`src/rtl/dbus_req_arbiter.sv`:
```
// Shares the data-cache CPU port between the MEM-stage pipeline (port m) and the store-buffer drain (port s).
// An in-order owner FIFO routes each response back to its requester and drops responses for flushed pipeline requests.
module dbus_req_arbiter #(
    parameter int MAX_OUTSTANDING = 2,
    parameter int STARVE_LIMIT    = 8
) (
    input  logic        clk,
    input  logic        resetn,

    input  logic        m_req,
    input  logic        m_wr,
    input  logic [1:0]  m_size,
    input  logic [31:0] m_addr,
    input  logic [31:0] m_wdata,
    input  logic [3:0]  m_wstrb,
    input  logic        m_kill,
    output logic        m_addr_ok,
    output logic        m_data_ok,
    output logic [31:0] m_rdata,

    input  logic        s_req,
    input  logic [31:0] s_addr,
    input  logic [31:0] s_wdata,
    input  logic [3:0]  s_wstrb,
    output logic        s_addr_ok,
    output logic        s_data_ok,

    output logic        d_req,
    output logic        d_wr,
    output logic [1:0]  d_size,
    output logic [31:0] d_addr,
    output logic [31:0] d_wdata,
    output logic [3:0]  d_wstrb,
    input  logic        d_addr_ok,
    input  logic        d_data_ok,
    input  logic [31:0] d_rdata,

    output logic        busy,
    output logic        proto_err
);

    localparam int PTR_W = (MAX_OUTSTANDING > 1) ? $clog2(MAX_OUTSTANDING) : 1;
    localparam int CNT_W = $clog2(MAX_OUTSTANDING + 1);
    localparam int STV_W = $clog2(STARVE_LIMIT + 1);

    localparam logic OWNER_M = 1'b0;
    localparam logic OWNER_S = 1'b1;

    logic [PTR_W-1:0] rd_ptr;
    logic [PTR_W-1:0] wr_ptr;
    logic [CNT_W-1:0] count;
    logic [STV_W-1:0] starve_cnt;

    logic [MAX_OUTSTANDING-1:0] owner_q;
    logic [MAX_OUTSTANDING-1:0] discard_q;
    logic [MAX_OUTSTANDING-1:0] valid_q;

    logic m_eff;
    logic s_eff;
    logic starve;
    logic grant_m;
    logic grant_s;
    logic full;
    logic empty;
    logic push;
    logic pop;
    logic head_owner;
    logic head_discard;

    function automatic logic [PTR_W-1:0] ptr_next(input logic [PTR_W-1:0] p);
        if (p == PTR_W'(MAX_OUTSTANDING - 1)) begin
            return '0;
        end
        return p + 1'b1;
    endfunction

    assign m_eff  = m_req & ~m_kill;
    assign s_eff  = s_req;
    assign starve = (starve_cnt >= STV_W'(STARVE_LIMIT));
    assign full   = (count == CNT_W'(MAX_OUTSTANDING));
    assign empty  = (count == '0);

    // A starved drain overrides the pipeline; otherwise the pipeline always wins.
    assign grant_s = s_eff & (starve | ~m_eff);
    assign grant_m = m_eff & ~(starve & s_eff);

    always_comb begin
        d_req   = (grant_m | grant_s) & ~full;
        d_wr    = m_wr;
        d_size  = m_size;
        d_addr  = m_addr;
        d_wdata = m_wdata;
        d_wstrb = m_wstrb;
        if (grant_s) begin
            d_wr    = 1'b1;
            d_size  = 2'd2;
            d_addr  = s_addr;
            d_wdata = s_wdata;
            d_wstrb = s_wstrb;
        end
    end

    assign push      = d_req & d_addr_ok;
    assign m_addr_ok = push & grant_m;
    assign s_addr_ok = push & grant_s;

    assign pop          = d_data_ok & ~empty;
    assign head_owner   = owner_q[rd_ptr];
    assign head_discard = discard_q[rd_ptr];

    // A kill in the same cycle as the head response suppresses that response too.
    assign m_data_ok = pop & (head_owner == OWNER_M) & ~head_discard & ~m_kill;
    assign s_data_ok = pop & (head_owner == OWNER_S);
    assign m_rdata   = d_rdata;
    assign busy      = ~empty;

    always_ff @(posedge clk or negedge resetn) begin
        if (!resetn) begin
            rd_ptr <= '0;
            wr_ptr <= '0;
            count  <= '0;
        end else begin
            if (push) begin
                wr_ptr <= ptr_next(wr_ptr);
            end
            if (pop) begin
                rd_ptr <= ptr_next(rd_ptr);
            end
            if (push && !pop) begin
                count <= count + 1'b1;
            end else if (pop && !push) begin
                count <= count - 1'b1;
            end
        end
    end

    always_ff @(posedge clk or negedge resetn) begin
        if (!resetn) begin
            owner_q   <= '0;
            discard_q <= '0;
            valid_q   <= '0;
        end else begin
            for (int i = 0; i < MAX_OUTSTANDING; i++) begin
                if (m_kill && valid_q[i] && (owner_q[i] == OWNER_M)) begin
                    discard_q[i] <= 1'b1;
                end
            end
            // Push and pop never address the same slot: pop needs count>0, push needs count<MAX.
            if (pop) begin
                valid_q[rd_ptr] <= 1'b0;
            end
            if (push) begin
                valid_q[wr_ptr]   <= 1'b1;
                owner_q[wr_ptr]   <= grant_s ? OWNER_S : OWNER_M;
                discard_q[wr_ptr] <= 1'b0;
            end
        end
    end

    always_ff @(posedge clk or negedge resetn) begin
        if (!resetn) begin
            starve_cnt <= '0;
        end else if (s_req && !s_addr_ok) begin
            if (!starve) begin
                starve_cnt <= starve_cnt + 1'b1;
            end
        end else begin
            starve_cnt <= '0;
        end
    end

    always_ff @(posedge clk or negedge resetn) begin
        if (!resetn) begin
            proto_err <= 1'b0;
        end else if (d_data_ok && empty) begin
            proto_err <= 1'b1;
        end
    end

endmodule

```
`config.mk`:
```
export PLATFORM = sky130hd
export DESIGN_NAME = dbus_req_arbiter
export DESIGN_NICKNAME = d
export VERILOG_FILES = /design/src/rtl/dbus_req_arbiter.sv
export SDC_FILE = /design/constraint.sdc
export NUM_CORES = 1
export LEC_CHECK = 0
export CAP_MARGIN = 20
export CORE_AREA = 2 2 112 114
export DETAILED_ROUTE_END_ITERATION = 8
export DIE_AREA = 0 0 114 116
export PLACE_DENSITY = 0.67
export SLEW_MARGIN = 10
export SYNTH_ARGS = -nofsm -noshare
export SYNTH_HDL_FRONTEND = slang
export SYNTH_SLANG_ARGS = --single-unit
```
`constraint.sdc`:
```
create_clock -name clk -period 1.52 [get_ports clk]
set_input_delay 0.228 -clock clk [delete_from_list [all_inputs] [get_ports clk]]
set_output_delay 0.228 -clock clk [all_outputs]
set_load 0.05 [all_outputs]
```
======== After elaboration in Yosys (flattened, before gate mapping) ========
Cells that the tools add are included.
word-level totals
  flip-flop bits (word level) ............. 15
  logic and storage cells ................. 96
  output and inout port bits .............. 110
  input port bits ......................... 178
cells by class
  eq/ne operators ......................... 2
  bitwise logic cells ..................... 29
  add/subtract/negate cells ............... 5
  reductions and logical operators ........ 15
  mux-type cells .......................... 32
  order comparisons ....................... 5
operator list
  kind                                                        count
  two-way mux 32 bit                                          2
  two-way mux 1 bit                                           18
  AND 1 bit                                                   13
  two-way mux 2 bit                                           6
  two-way mux 4 bit                                           3
  logical AND 1 bit                                           10
  inverter 1 bit                                              9
  adder 4 x 1 -> 4 bit, second input constant                 1
  AND 2 bit                                                   2
  greater-or-equal comparator 4 bit, second input constant    1
  less-than comparator 1 x 2 -> 1 bit, second input constant  2
  inverter 2 bit                                              2
  logical NOT 1 bit                                           3
  adder 1 bit, second input constant                          2
  adder 2 x 1 -> 2 bit, second input constant                 1
  bitwise mux 2 bit                                           1
  demux 1 bit (select 1 bit)                                  2
  equality test 2 bit, second input constant                  1
  greater-or-equal comparator 1 bit, second input constant    2
  logical NOT 2 bit                                           1
  != test 2 bit, second input constant                        1
  OR 1 bit                                                    2
  OR 2 bit                                                    1
  nonzero test 2 bit                                          1
  subtractor 2 x 1 -> 2 bit, second input constant            1

======== Logic depth before layout (Yosys ltp) ========
  word-level depth ........................ 12
  mapped depth ............................ 7
  depth with buffers taken out ............ 7

======== Least setup slack after synthesis ========
OpenSTA, ideal clock, no wires.
  path type ............................... register to output
  start point ............................. register rd_ptr
  end point ............................... output m_data_ok
  slack ................................... -0.899 ns
  required time ........................... 1.292 ns
  data arrival time ....................... 2.191 ns
  path buffers ............................ 0
  stages on the path, launching flop included .. 3
  path through ............................ dfrtp_1 > mux2_2 > nor4_1
between the ends
  cells in the longest elaborated chain, start to end .. 6
  elaborated cells between the ends (all ways) .. 9
  classes of those cells .................. 4 x mux; 5 x bitwise
ends and longest elaborated chain
  item                                                   line  source
  start: declaration                                     49    logic [PTR_W-1:0] rd_ptr;
  start signal: assignment                               127   rd_ptr <= ptr_next(rd_ptr);
  two-way mux 1 bit (implied by the code) (2 in series)  108   assign head_owner = owner_q[rd_ptr];
  inverter 1 bit                                         112   assign m_data_ok = pop & (head_owner == OWNER_M) & ~head_discard & ~m_kill;
  AND 1 bit                                              112
  AND 1 bit * (2 in series)                              112
  end: declaration                                       18    output logic m_data_ok,
Mark *: on every way between the ends. The rest lies on a longest branch, timed or not. The select of a mux whose other input is x is not followed.

======== Worst setup path in the final report ========
  start point ............................. register starve_cnt[3]
  end point ............................... output d_addr[15]
between the ends
  cells in the longest elaborated chain, start to end .. 4
ends and longest elaborated chain
  item                               line  source
  start: declaration                 52    logic [STV_W-1:0] starve_cnt;
  start signal: assignment           165   starve_cnt <= starve_cnt + 1'b1;
  greater-or-equal comparator 4 bit  79    assign starve = (starve_cnt >= STV_W'(STARVE_LIMIT));
  OR 1 bit                           84    assign grant_s = s_eff & (starve | ~m_eff);
  AND 1 bit                          84
  two-way mux 32 bit                 94    if (grant_s) begin
  end: declaration                   31    output logic [31:0] d_addr,
Every way passes these cells.

==> metrics.md <==
| Metric | Value |
|---|---|
| Status | `complete, but fails checks` |
| Violated checks | `setup timing` |
| Initial Util | `between 15 and 20%` |
| Drt first pass iters | `4` |
| Post-synthesis register bit count | `15` |
| Max VDD drop | `0.966 mV` |
| Number of synthesized flops with an enable pin | `0` |
| Syn Area/Cell | `11.4 um^2` |
| CTS tree | `yes` |
| Via count | `roughly 2.4k` |
| Layout cells sized above 1 | `53.3%` |
| Post-route setup slack | `-0.426 ns` |
| Slew margin rel. | `between 80% and 90%` |
| HPWL after detailed placement | `about 8300 um` |
| Ports | `~290` |
| Power after layout | `around 4.5 mW` |
| Vias per cell | `a little over 4` |
| Worst Path Required | `around 1.3 ns` |
| Yosys top cell by area | `mux2_4` |
| Sink Count | `15` |
| Switching share of power | `about two fifths` |
| WL/cell | `between 15 and 20 um` |
| Clk buf depth | `2` |
| Max-cap viol count | `0` |
| Clock power share | `between 10% and 20%` |
| First-pass GRT wire length | `about 15000 um` |
| Switching Power | `1.82 mW` |
| Iter 0 DRT Violations | `74` |
| PortBufs | `roughly 220` |
| Synth Cell Area | `approximately 0.0021 mm^2` |
| # hold bufs at CTS | `0` |
| Synth top area share | `38.1%` |
| Yosys warnings | `0` |
| Period utilisation layout | `128%` |
| Internal power | `about 2.7 mW` |
| Max-slew violations | `0` |
| Async set-or-reset flop fraction in the synthesized netlist | `between 90% and 100%` |
| Combinational power share | `between 70% and 80%` |
| Area grow syn2layout | `150%` |
| Global route overflow | `0` |
| Die ar. | `about 0.013 mm^2` |
| Htree depth | `1` |
| Slew @ Worst Pin | `between 0.2 and 0.3 ns` |
| Worst hold path class | `in2async` |
| Final Wtd Congestion | `slightly below 0.8` |
| Initial antenna violation count | `5` |
| F_max | `~0.51 GHz` |
| Vias in the first global route | `between 2k and 3k` |
| RSZ-0062 raised after global routing | `yes` |
| Core area | `between 0.01 and 0.015 mm^2` |
| Total length of routed wires | `11300 um` |
| Critical Path Sink Type | `primary output` |
| Largest net degree at the start of global routing | `16` |
| Final hold viol count | `0` |
| Min Tclk post-route | `between 1.5 and 2 ns` |
| Clk pin slew, worst setup/hold paths | `roughly 0.040 ns` |
| Setup slack, reg-to-reg | `about 0.050 ns` |
| Synth Flop Type | `dfrtp_1` |
| Num rows | `40` |
| Mapped Nets | `368` |
| Chip width | `about 110 um` |
| Layout Skew | `0.00112 ns` |
| Crit Path Max Fanout | `8` |
| Routed Antenna Nets | `0` |
| Total CTS buffers | `3` |
| Global Route Usage Sum | `between 10% and 20%` |
| PwrDens | `847 mW/mm^2` |
| Lkg Pwr | `roughly 2.5 nW` |
| Fill cell count | `1104` |
| Flop pwr share | `between 10% and 20%` |
| Sequential fraction of the synthesis area | `about 18%` |
| Netlist cell types | `32` |
| Critical Path AT | `about 1.7 ns` |
| Final setup violation count | `74` |
| Die Ht | `~120 um` |
| Crit start category | `flop` |
| Clock root cell | `clkbuf_16` |
| WHS | `~0.30 ns` |
| Skew-Pair Late Insertion Delay | `0.24 ns` |
| Top cells by area, synth | `mux2_4, dfrtp_1, buf_4, mux2_2, buf_12` |
| Nets | `about 620` |
| DRC errors left | `0` |
| Post-Synthesis Cells | `roughly 190` |
| Crit Path Category | `reg2out` |
==> cell families (layout without fill, tap and decap cells) <==
| group | after synthesis | after routing | synth area share [%] |
|---|---|---|---|
| other | 0 | 4 | 0 |
| muxes | 72 | 72 | 47.4 |
| DFF | 15 | 15 | 17.6 |
| and+or+nand+nor | 26 | 26 | 6.58 |
| buffers and inverters | 50 | 296 | 19.1 |
| AOI/OAI and AO/OA | 14 | 14 | 4.59 |
| xor gates and xnor gates | 7 | 7 | 2.88 |
| adders and majority gates | 3 | 3 | 1.76 |
==> registers in the layout (all words and copies together), names as in the netlist <==
register    count
owner_q         2
valid_q         2
wr_ptr          1
count           2
proto_err       1
discard_q       2
rd_ptr          1
starve_cnt      4
==> layout by cell type, fill, tap and decap left out, types with 2 or more instances in the layout <==
master             n
o2111ai_1          2
nand2_1            3
nor2_1             6
mux2i_1            3
buf_4             31
buf_16             2
mux2_4            69
xor2_1             3
xnor2_1            4
buf_6             62
inv_1              8
nor2b_4            2
o21a_1             2
buf_8             31
dlygate4sd2_1      2
diode_2            4
clkdlybuf4s50_1  140
nand2b_4           4
clkbuf_16          3
nor2_2             2
ha_1               2
o21ai_0            2
o21ai_4            2
clkbuf_2           2
buf_12            12
dfrtp_1           14
and3_1             2
==> metrics by stage <==
stage               instance area, um^2  setup WS [ns]  setup TNS, ns  utilization [%]  cells
floorplan                          2190        -0.0538          -3.21                -    187
global placement                   4400         -0.581         -41.18             36.9    548
detailed placement                 4400         -0.613         -42.46             36.9    548
CTS                                5270         -0.500         -31.62             44.3    575
global route                       5320         -0.498         -31.53             44.7    581
finish                             5330         -0.426         -26.63             44.8    584
==> final cells by class <==
cell class              instances  area [um^2]  share of cell area [%]
diodes                          4         10.0                   0.188
clock buffers                   4         78.8                    1.48
inverters                       9         33.8                   0.634
multi-input cells             122         1520                    28.4
flip-flops and latches         15          377                    7.06
well taps                     147          184                    3.45
repair buffers                283         3130                    58.8
==> final timing paths <==
| check | endpoint | cells past startpoint | start |
|---|---|---|---|
| setup / recovery | d_addr[15] | 6 | starve_cnt[3] |
| hold / removal | starve_cnt[3] | 2 | resetn |
| setup reg to reg | count[1] | 6 | count[0] |
| hold reg to reg | proto_err | 1 | proto_err |
| max in group asynchronous | count[1] | 2 | resetn |
| min in group clk | proto_err | 2 | d_data_ok |
==> worst max-delay path, stage by stage, from the launching register on <==
cell,delay (ns)
dfrtp_1,0.41
o21ai_4,0.16
buf_6,0.14
buf_12,0.13
buf_12,0.15
mux2_4,0.32
buf_6,0.15
==> synth_stat cells (2+ instances only) <==
| library cell | instances |
|---|---|
| nand2b_1 | 3 |
| buf_6 | 2 |
| and3_1 | 2 |
| buf_2 | 2 |
| nor2_1 | 9 |
| nor2b_1 | 3 |
| mux2_2 | 15 |
| buf_4 | 32 |
| inv_1 | 9 |
| buf_12 | 5 |
| mux2i_1 | 3 |
| nand2_1 | 4 |
| dfrtp_1 | 15 |
| o21a_1 | 2 |
| xnor2_1 | 4 |
| mux2_4 | 54 |
| o21ai_0 | 3 |
| o2111ai_1 | 2 |
| ha_1 | 3 |
| xor2_1 | 3 |
==> power groups by stage <==
| stage | sequential, mW | clock [mW] | combinational, mW |
|---|---|---|---|
| 6_report | 0.690 | 0.493 | 3.33 |
| 5_1_grt | 0.715 | 0.529 | 3.50 |
| 4_1_cts | 0.682 | 0.504 | 3.22 |
| 3_5_place_dp | 0.667 | 0 | 2.70 |
| 3_3_place_gp | 0.658 | 0 | 2.66 |
| 2_1_floorplan | 0.653 | 0 | 1.79 |
==> metal layers <==
metal	vias up	wire (um)	global-route usage, %
met4	2	86	2.11
met1	1144	4300	17.8
met2	149	5630	27.0
met3	12	1230	7.11
met5	-	13	0
li1	1116	-	-
==> what timing repair did <==
action                     4_1_cts  5_1_grt
gates resized for setup        142       34
pin swaps                        5        7
buffers inserted                19       11
gates cloned                     5        0
setup endpoints to repair       80       78
(Power assumes the default switching activity.)
